## src/rtl/seq_chunk_adder.sv

```systemverilog
// Multi-cycle ripple-carry adder: CHUNK bits per clock, registered carry between chunks.
// Optional signed-overflow output enabled by defining OVERFLOW_FLAG_EN.
module seq_chunk_adder #(
  parameter int WIDTH = 16,
  parameter int CHUNK = 4
) (
  input  logic             clk,
  input  logic             rst,
  input  logic             start,
  input  logic [WIDTH-1:0] a,
  input  logic [WIDTH-1:0] b,
  input  logic             cin,
  output logic             busy,
  output logic             done,
  output logic [WIDTH-1:0] sum,
  output logic             cout
`ifdef OVERFLOW_FLAG_EN
  ,
  output logic             ovf
`endif
);

  localparam int N  = WIDTH / CHUNK;
  localparam int IW = (N > 1) ? $clog2(N) : 1;

  typedef enum logic [1:0] {
    IDLE,
    RUN,
    DONE
  } state_t;

  state_t           state_q, state_d;
  logic [WIDTH-1:0] a_q, a_d;
  logic [WIDTH-1:0] b_q, b_d;
  logic             carry_q, carry_d;
  logic [IW-1:0]    idx_q, idx_d;
  logic [WIDTH-1:0] sum_q, sum_d;
  logic             cout_q, cout_d;
`ifdef OVERFLOW_FLAG_EN
  logic             ovf_q, ovf_d;
`endif

  logic [CHUNK:0]   chunk_res;
  logic             last_chunk;

  // One chunk of the ripple: operands come from the latched copies only.
  always_comb begin
    chunk_res = {1'b0, a_q[int'(idx_q)*CHUNK +: CHUNK]}
              + {1'b0, b_q[int'(idx_q)*CHUNK +: CHUNK]}
              + {{CHUNK{1'b0}}, carry_q};
    last_chunk = (idx_q == IW'(N - 1));
  end

  always_comb begin
    state_d = state_q;
    a_d     = a_q;
    b_d     = b_q;
    carry_d = carry_q;
    idx_d   = idx_q;
    sum_d   = sum_q;
    cout_d  = cout_q;
`ifdef OVERFLOW_FLAG_EN
    ovf_d   = ovf_q;
`endif
    unique case (state_q)
      IDLE, DONE: begin
        if (start) begin
          a_d     = a;
          b_d     = b;
          carry_d = cin;
          idx_d   = '0;
          sum_d   = '0;
          state_d = RUN;
        end else begin
          state_d = IDLE;
        end
      end
      RUN: begin
        sum_d[int'(idx_q)*CHUNK +: CHUNK] = chunk_res[CHUNK-1:0];
        carry_d = chunk_res[CHUNK];
        if (last_chunk) begin
          cout_d  = chunk_res[CHUNK];
`ifdef OVERFLOW_FLAG_EN
          ovf_d   = (a_q[WIDTH-1] == b_q[WIDTH-1])
                 && (chunk_res[CHUNK-1] != a_q[WIDTH-1]);
`endif
          state_d = DONE;
        end else begin
          idx_d = idx_q + IW'(1);
        end
      end
      default: state_d = IDLE;
    endcase
  end

  always_ff @(posedge clk) begin
    if (rst) begin
      state_q <= IDLE;
      a_q     <= '0;
      b_q     <= '0;
      carry_q <= 1'b0;
      idx_q   <= '0;
      sum_q   <= '0;
      cout_q  <= 1'b0;
`ifdef OVERFLOW_FLAG_EN
      ovf_q   <= 1'b0;
`endif
    end else begin
      state_q <= state_d;
      a_q     <= a_d;
      b_q     <= b_d;
      carry_q <= carry_d;
      idx_q   <= idx_d;
      sum_q   <= sum_d;
      cout_q  <= cout_d;
`ifdef OVERFLOW_FLAG_EN
      ovf_q   <= ovf_d;
`endif
    end
  end

  assign busy = (state_q == RUN);
  assign done = (state_q == DONE);
  assign sum  = sum_q;
  assign cout = cout_q;
`ifdef OVERFLOW_FLAG_EN
  assign ovf  = ovf_q;
`endif

endmodule
```

## config.mk

```make
export PLATFORM = sky130hd
export DESIGN_NAME = seq_chunk_adder
export DESIGN_NICKNAME = d
export VERILOG_FILES = /design/src/rtl/seq_chunk_adder.sv
export SDC_FILE = /design/constraint.sdc
export NUM_CORES = 1
export LEC_CHECK = 0
export ABC_AREA = 1
export CAP_MARGIN = 0
export CORE_MARGIN = 3
export CORE_UTILIZATION = 35
export CTS_BUF_LIST = sky130_fd_sc_hd__clkbuf_4 sky130_fd_sc_hd__clkbuf_8
export DETAILED_ROUTE_END_ITERATION = 10
export PLACE_DENSITY_LB_ADDON = 0.2
export SETUP_SLACK_MARGIN = 0.05
export SYNTH_ARGS = -nofsm -noshare
export SYNTH_HDL_FRONTEND = slang
export SYNTH_SLANG_ARGS = --single-unit
```

## constraint.sdc

```tcl
create_clock -name clk -period 7 [get_ports clk]
set_clock_uncertainty 0.1 [all_clocks]
set_input_delay 2.1 -clock clk [delete_from_list [all_inputs] [get_ports clk]]
set_output_delay 2.1 -clock clk [all_outputs]
set_load 0.005 [all_outputs]
```

---- Yosys cells after proc, flatten, opt, wreduce, memory -nomap -nowiden ----
Index checks and enable logic that the tools add are counted.
cells by class
  add/sub/neg operators ................... 4
  eq/ne operators ......................... 6
  reduce and logical (&&, ||, !) cells .... 7
  shifts and indexed selects .............. 4
  multiplexer cells ....................... 11
operator list
  operator                                                                  count
  4-bit negator with 33-bit output                                          1
  4-bit by 33-bit variable shift with 16-bit output (first input constant)  1
  4-bit by 33-bit variable part select with 16-bit output                   1
  16-bit case mux with 2 select lines                                       1
  16-bit by 5-bit variable part select with 4-bit output                    2
  16-bit bitwise mux                                                        1
  16-bit 2-to-1 mux                                                         1
  2-bit case mux with 2 select lines                                        2
  2-bit 2-to-1 mux                                                          3
  2-bit AND reduction                                                       3
  4-bit by 4-bit adder with 5-bit output                                    1
  5-bit by 1-bit adder with 5-bit output                                    1
  2-bit == test (second input constant)                                     2
  2-bit inequality test (second input constant)                             2
  3-bit AND reduction                                                       1
  2-bit by 1-bit adder with 2-bit output (second input constant)            1
  2-bit by 1-bit == test with 1-bit output (second input constant)          1
  2-bit logical NOT                                                         1
  1-bit 2-to-1 mux                                                          2
  2-bit by 1-bit inequality test with 1-bit output (second input constant)  1
  1-bit case mux with 2 select lines                                        1
  2-bit nonzero test                                                        1
  2-bit OR reduction                                                        1
word-level totals
  input bits .............................. 36
  output and inout port bits .............. 19
  logic and storage cells ................. 39
  register bits after elaboration ......... 54

---- Longest topological paths before layout ----
  depth in word-level cells ............... 6
  gate-level depth with buffers ........... 11
  gate-level depth less buffers ........... 10

---- Worst setup path before layout ----
OpenSTA, ideal clock, no wires.
  path type ............................... input to register
  start point ............................. input port start
  end point ............................... register sum_q[14] (netlist: sum[14])
  arrival time ............................ 2.730 ns
  cell stages on the path ................. 6
  buffers on the path ..................... 1
  path slack .............................. 4.042 ns
  cell sequence ........................... inv_1 > nor2_1 > buf_4 > nor2_2 > a22oi_1 > nor2_1
on the way
  word-level cells in the longest chain between the ends .. 2
ends and longest elaborated chain
  what                                    line  source
  start: declaration                      9     input logic start,
  2-bit inequality test (no source line)  --
  2-bit AND reduction (no source line)    --
  end signal: assignment                  114   sum_q <= sum_d;
  end: declaration                        37    logic [WIDTH-1:0] sum_q, sum_d;
Every way passes these cells.
A chain may end at the register's enable or synchronous reset.

---- Final worst setup path ----
  start point ............................. input port start
  end point ............................... register idx_q[1]
on the way
  word-level cells in the longest chain between the ends .. 2
ends and longest elaborated chain
  what                                    line  source
  2-bit inequality test (no source line)  --
  3-bit AND reduction (no source line)    --
  end signal: assignment                  113   idx_q <= idx_d;
  end: declaration                        36    logic [IW-1:0] idx_q, idx_d;
Every way passes these cells.

==> impl_results.md <==
- Clock Latency Late Sink: 310 ps
- Crit path launch: start
- GRT Total Usage: 0.156
- DR iter-0 viols: 170
- Final Hold Vio Count: 0
- Core Area: 6530 µm²
- Final WL: 5.73 mm
- Avg WL per Cell: between 10 and 15 µm
- Die footprint: 7950 µm²
- Max Freq: 0.242 GHz
- Peak VDD IR: 0.107 mV
- Worst Hold Launch: sum[4]
- Initial antenna violation count: 0
- Commonest non-fill, non-tap cell in the layout: nor2_1
- Ant. Diodes: 0
- Top Family by Delay on Critical Path: buffers and inverters
- Clock buffer depth: 2
- RSZ-0062 raised after global routing: false
- Non-filler cells, final: 450
- Share of cells above drive strength 1: 0.0697
- Number of synthesis warnings: 0
- Synthesized Nets: between 300 and 400
- Status: finished clean
- Die X: 89.2 µm
- CP peak stage delay: 710 ps
- Synth cell types: 27
- Post-Syn Area per Cell: 7.43 µm²
- Yosys reg bits: 54
- H-tree Lvls: 2
- Remaining Overflow, GRT: 0
- RR Startpoint: idx_q[1]
- Crit path DAT: 4200 ps
- First-pass GRT wire length: between 9 and 10 mm
- Commonest non-fill, non-tap cells in the layout: 92 x nor2_1, 54 x dfxtp_1, 54 x clkdlybuf4s50_1, 36 x nand2_1, 32 x o21ai_0
- Lkg Pwr: 0.00121 µW
- Hold WC Path Type: flip-flop to flip-flop
- Row count: 29
- Post_cts resized: 0
- Initial Utilization: 0.371
- Post-synthesis sequential area ratio: 0.446
- HPWL after detailed placement: 4.05 mm
- Height of the die: 89.2 µm
- Post-layout min period: 4140 ps
- Highest metal used: met4
- Placer Congestion: 0.857
- Post-Syn Area: 2420 µm²
- Worst Setup End Kind: flip-flop
- DRT met1 WL: 2.75 mm
- DRC: 0
- Post-CTS setup buffers: 0
- Reg clk slew, reported paths: roughly 90 ps
- Pre-antenna DRT Iters: 4
- Fillcell total: 690
- Inserted Clock Buffers: 5
- Count of input and output buffers: 54
- CP max-delay cell: nor2_2
- Mapped Cells: 326
- Root buffer cell: clkbuf_8
- Layout overhead on the synthesized area: 27.0%
- Dpl cells: 442
- Pwr Density: 216 nW/µm²
- # IOs: 55
- Critical Path Fanout Max: 34
- Worst Tran Pin Value: 963 ps
- Worst path cell trace: clkdlybuf4s50_1 > inv_1 > nor2_2 > inv_2 > nand2_1 > inv_1 > nand2_1 > a21oi_1
- Max_cap viols: 0
- Final setup fails: 0
- Worst endpoint required time: between 7000 and 8000 ps
- WL met2: 2.63 mm
- TritonCTS clock tree: done
- Hold-fix buffers, CTS: 0
- Final TNS setup: 0 ps
- Setup CP Type: primary input to flip-flop
- Pin count of the biggest net entering global routing: 35
- TritonCTS Sinks: 54
- Met3 WL: 277 µm
- Antenna viol nets, final: 0
- Vias in the first global route: 2090
- Worst path bufs/invs: 4
- CP startpoint kind: primary input
- Slew Limit Fails: 0
- Max transition margin: 0.358
- Vias: about 2.2k
- Via density: 4.90
- Final Cycle Share: 0.591
- Layout Nets: 417
[sequential cells by signal (all words and copies together), names as in the netlist]
register	cells
state_q	2
carry_q	1
sum	16
cout	1
idx_q	2
a_q	16
b_q	16
[worst register-to-register path, cell delays in order, from the launching register on]
cell     delay [ps]
dfxtp_1         610
inv_1           290
o21ai_0         140
o22ai_1         120
fa_1            470
fa_1            430
xor2_1          380
nand2_1          90
nor2_1          150
a22oi_1          80
nor2_1           80
[final cells by class]
| type | instances | area, µm² | area share |
|---|---|---|---|
| Clock buffer | 7 | 90.1 | 0.0293 |
| Tap cell | 77 | 96.3 | 0.0313 |
| Clock inverter | 1 | 5.00 | 0.00163 |
| Multi-Input combinational cell | 240 | 1190 | 0.386 |
| Inverter | 15 | 61.3 | 0.0199 |
| Timing Repair Buffer | 56 | 556 | 0.181 |
| Sequential cell | 54 | 1080 | 0.351 |
[power by group]
group          total (µW)  internal (µW)  switching, µW
Sequential            337            327           10.5
Combinational         148           60.1           88.1
Clock                 181           83.9           96.7
Total                 666            470            195
[path summary, 6_finish.rpt]
kind,endpoint,depth (start not counted),slack [ps]
setup / recovery,idx_q[1],8,2860
hold / removal,sum[4],2,360
setup reg to reg,sum[14],10,3970
hold reg to reg,sum[4],2,360
[per-layer routing]
layer / global-route usage / up-vias
li1: - / 1157
met1: 0.214 / 987
met2: 0.247 / 52
met3: 0.0313 / 8
met4: 0.0487 / 0
met5: 0 / -
[Yosys cell counts (all sizes together)]
cell type / count / area (µm²)
a21oi: 21 / 116
a22oi: 2 / 15.0
a31oi: 1 / 6.26
buf: 8 / 61.3
clkbuf: 9 / 33.8
clkinv: 1 / 8.76
dfxtp: 54 / 1080
fa: 2 / 40.0
ha: 7 / 87.6
inv: 14 / 52.6
nand2: 39 / 154
nand3: 8 / 40.0
nand4: 2 / 12.5
nor2: 96 / 368
nor3: 1 / 16.3
nor4: 1 / 12.5
o21ai: 50 / 250
o21bai: 1 / 7.51
o22ai: 8 / 50.1
xor2: 1 / 8.76
[metrics by stage]
step / hold slack, ps / worst slack (ps) / util / cell area, µm² / power [µW]
floorplan: 356 / 4040 / - / 2420 / 440
global placement: 353 / 2550 / 0.457 / 2980 / 490
detailed placement: 355 / 2510 / 0.457 / 2980 / 493
CTS: 369 / 2830 / 0.471 / 3080 / 675
global route: 387 / 2600 / 0.471 / 3080 / 706
finish: 363 / 2860 / 0.471 / 3080 / 666
[cell families (layout without fill, tap and decap cells)]
| kind of cell | count (synthesis) | in the layout | synth area share |
|---|---|---|---|
| adder cells (fa/ha/maj) | 9 | 9 | 0.0527 |
| buffers and inverters | 32 | 79 | 0.0646 |
| flip-flops | 54 | 54 | 0.446 |
| AND/OR/NAND/NOR | 147 | 147 | 0.249 |
| AO/OA/AOI/OAI | 83 | 83 | 0.184 |
| XOR/XNOR | 1 | 1 | 0.00362 |
No activity file was read; power rests on OpenSTA's default activity.
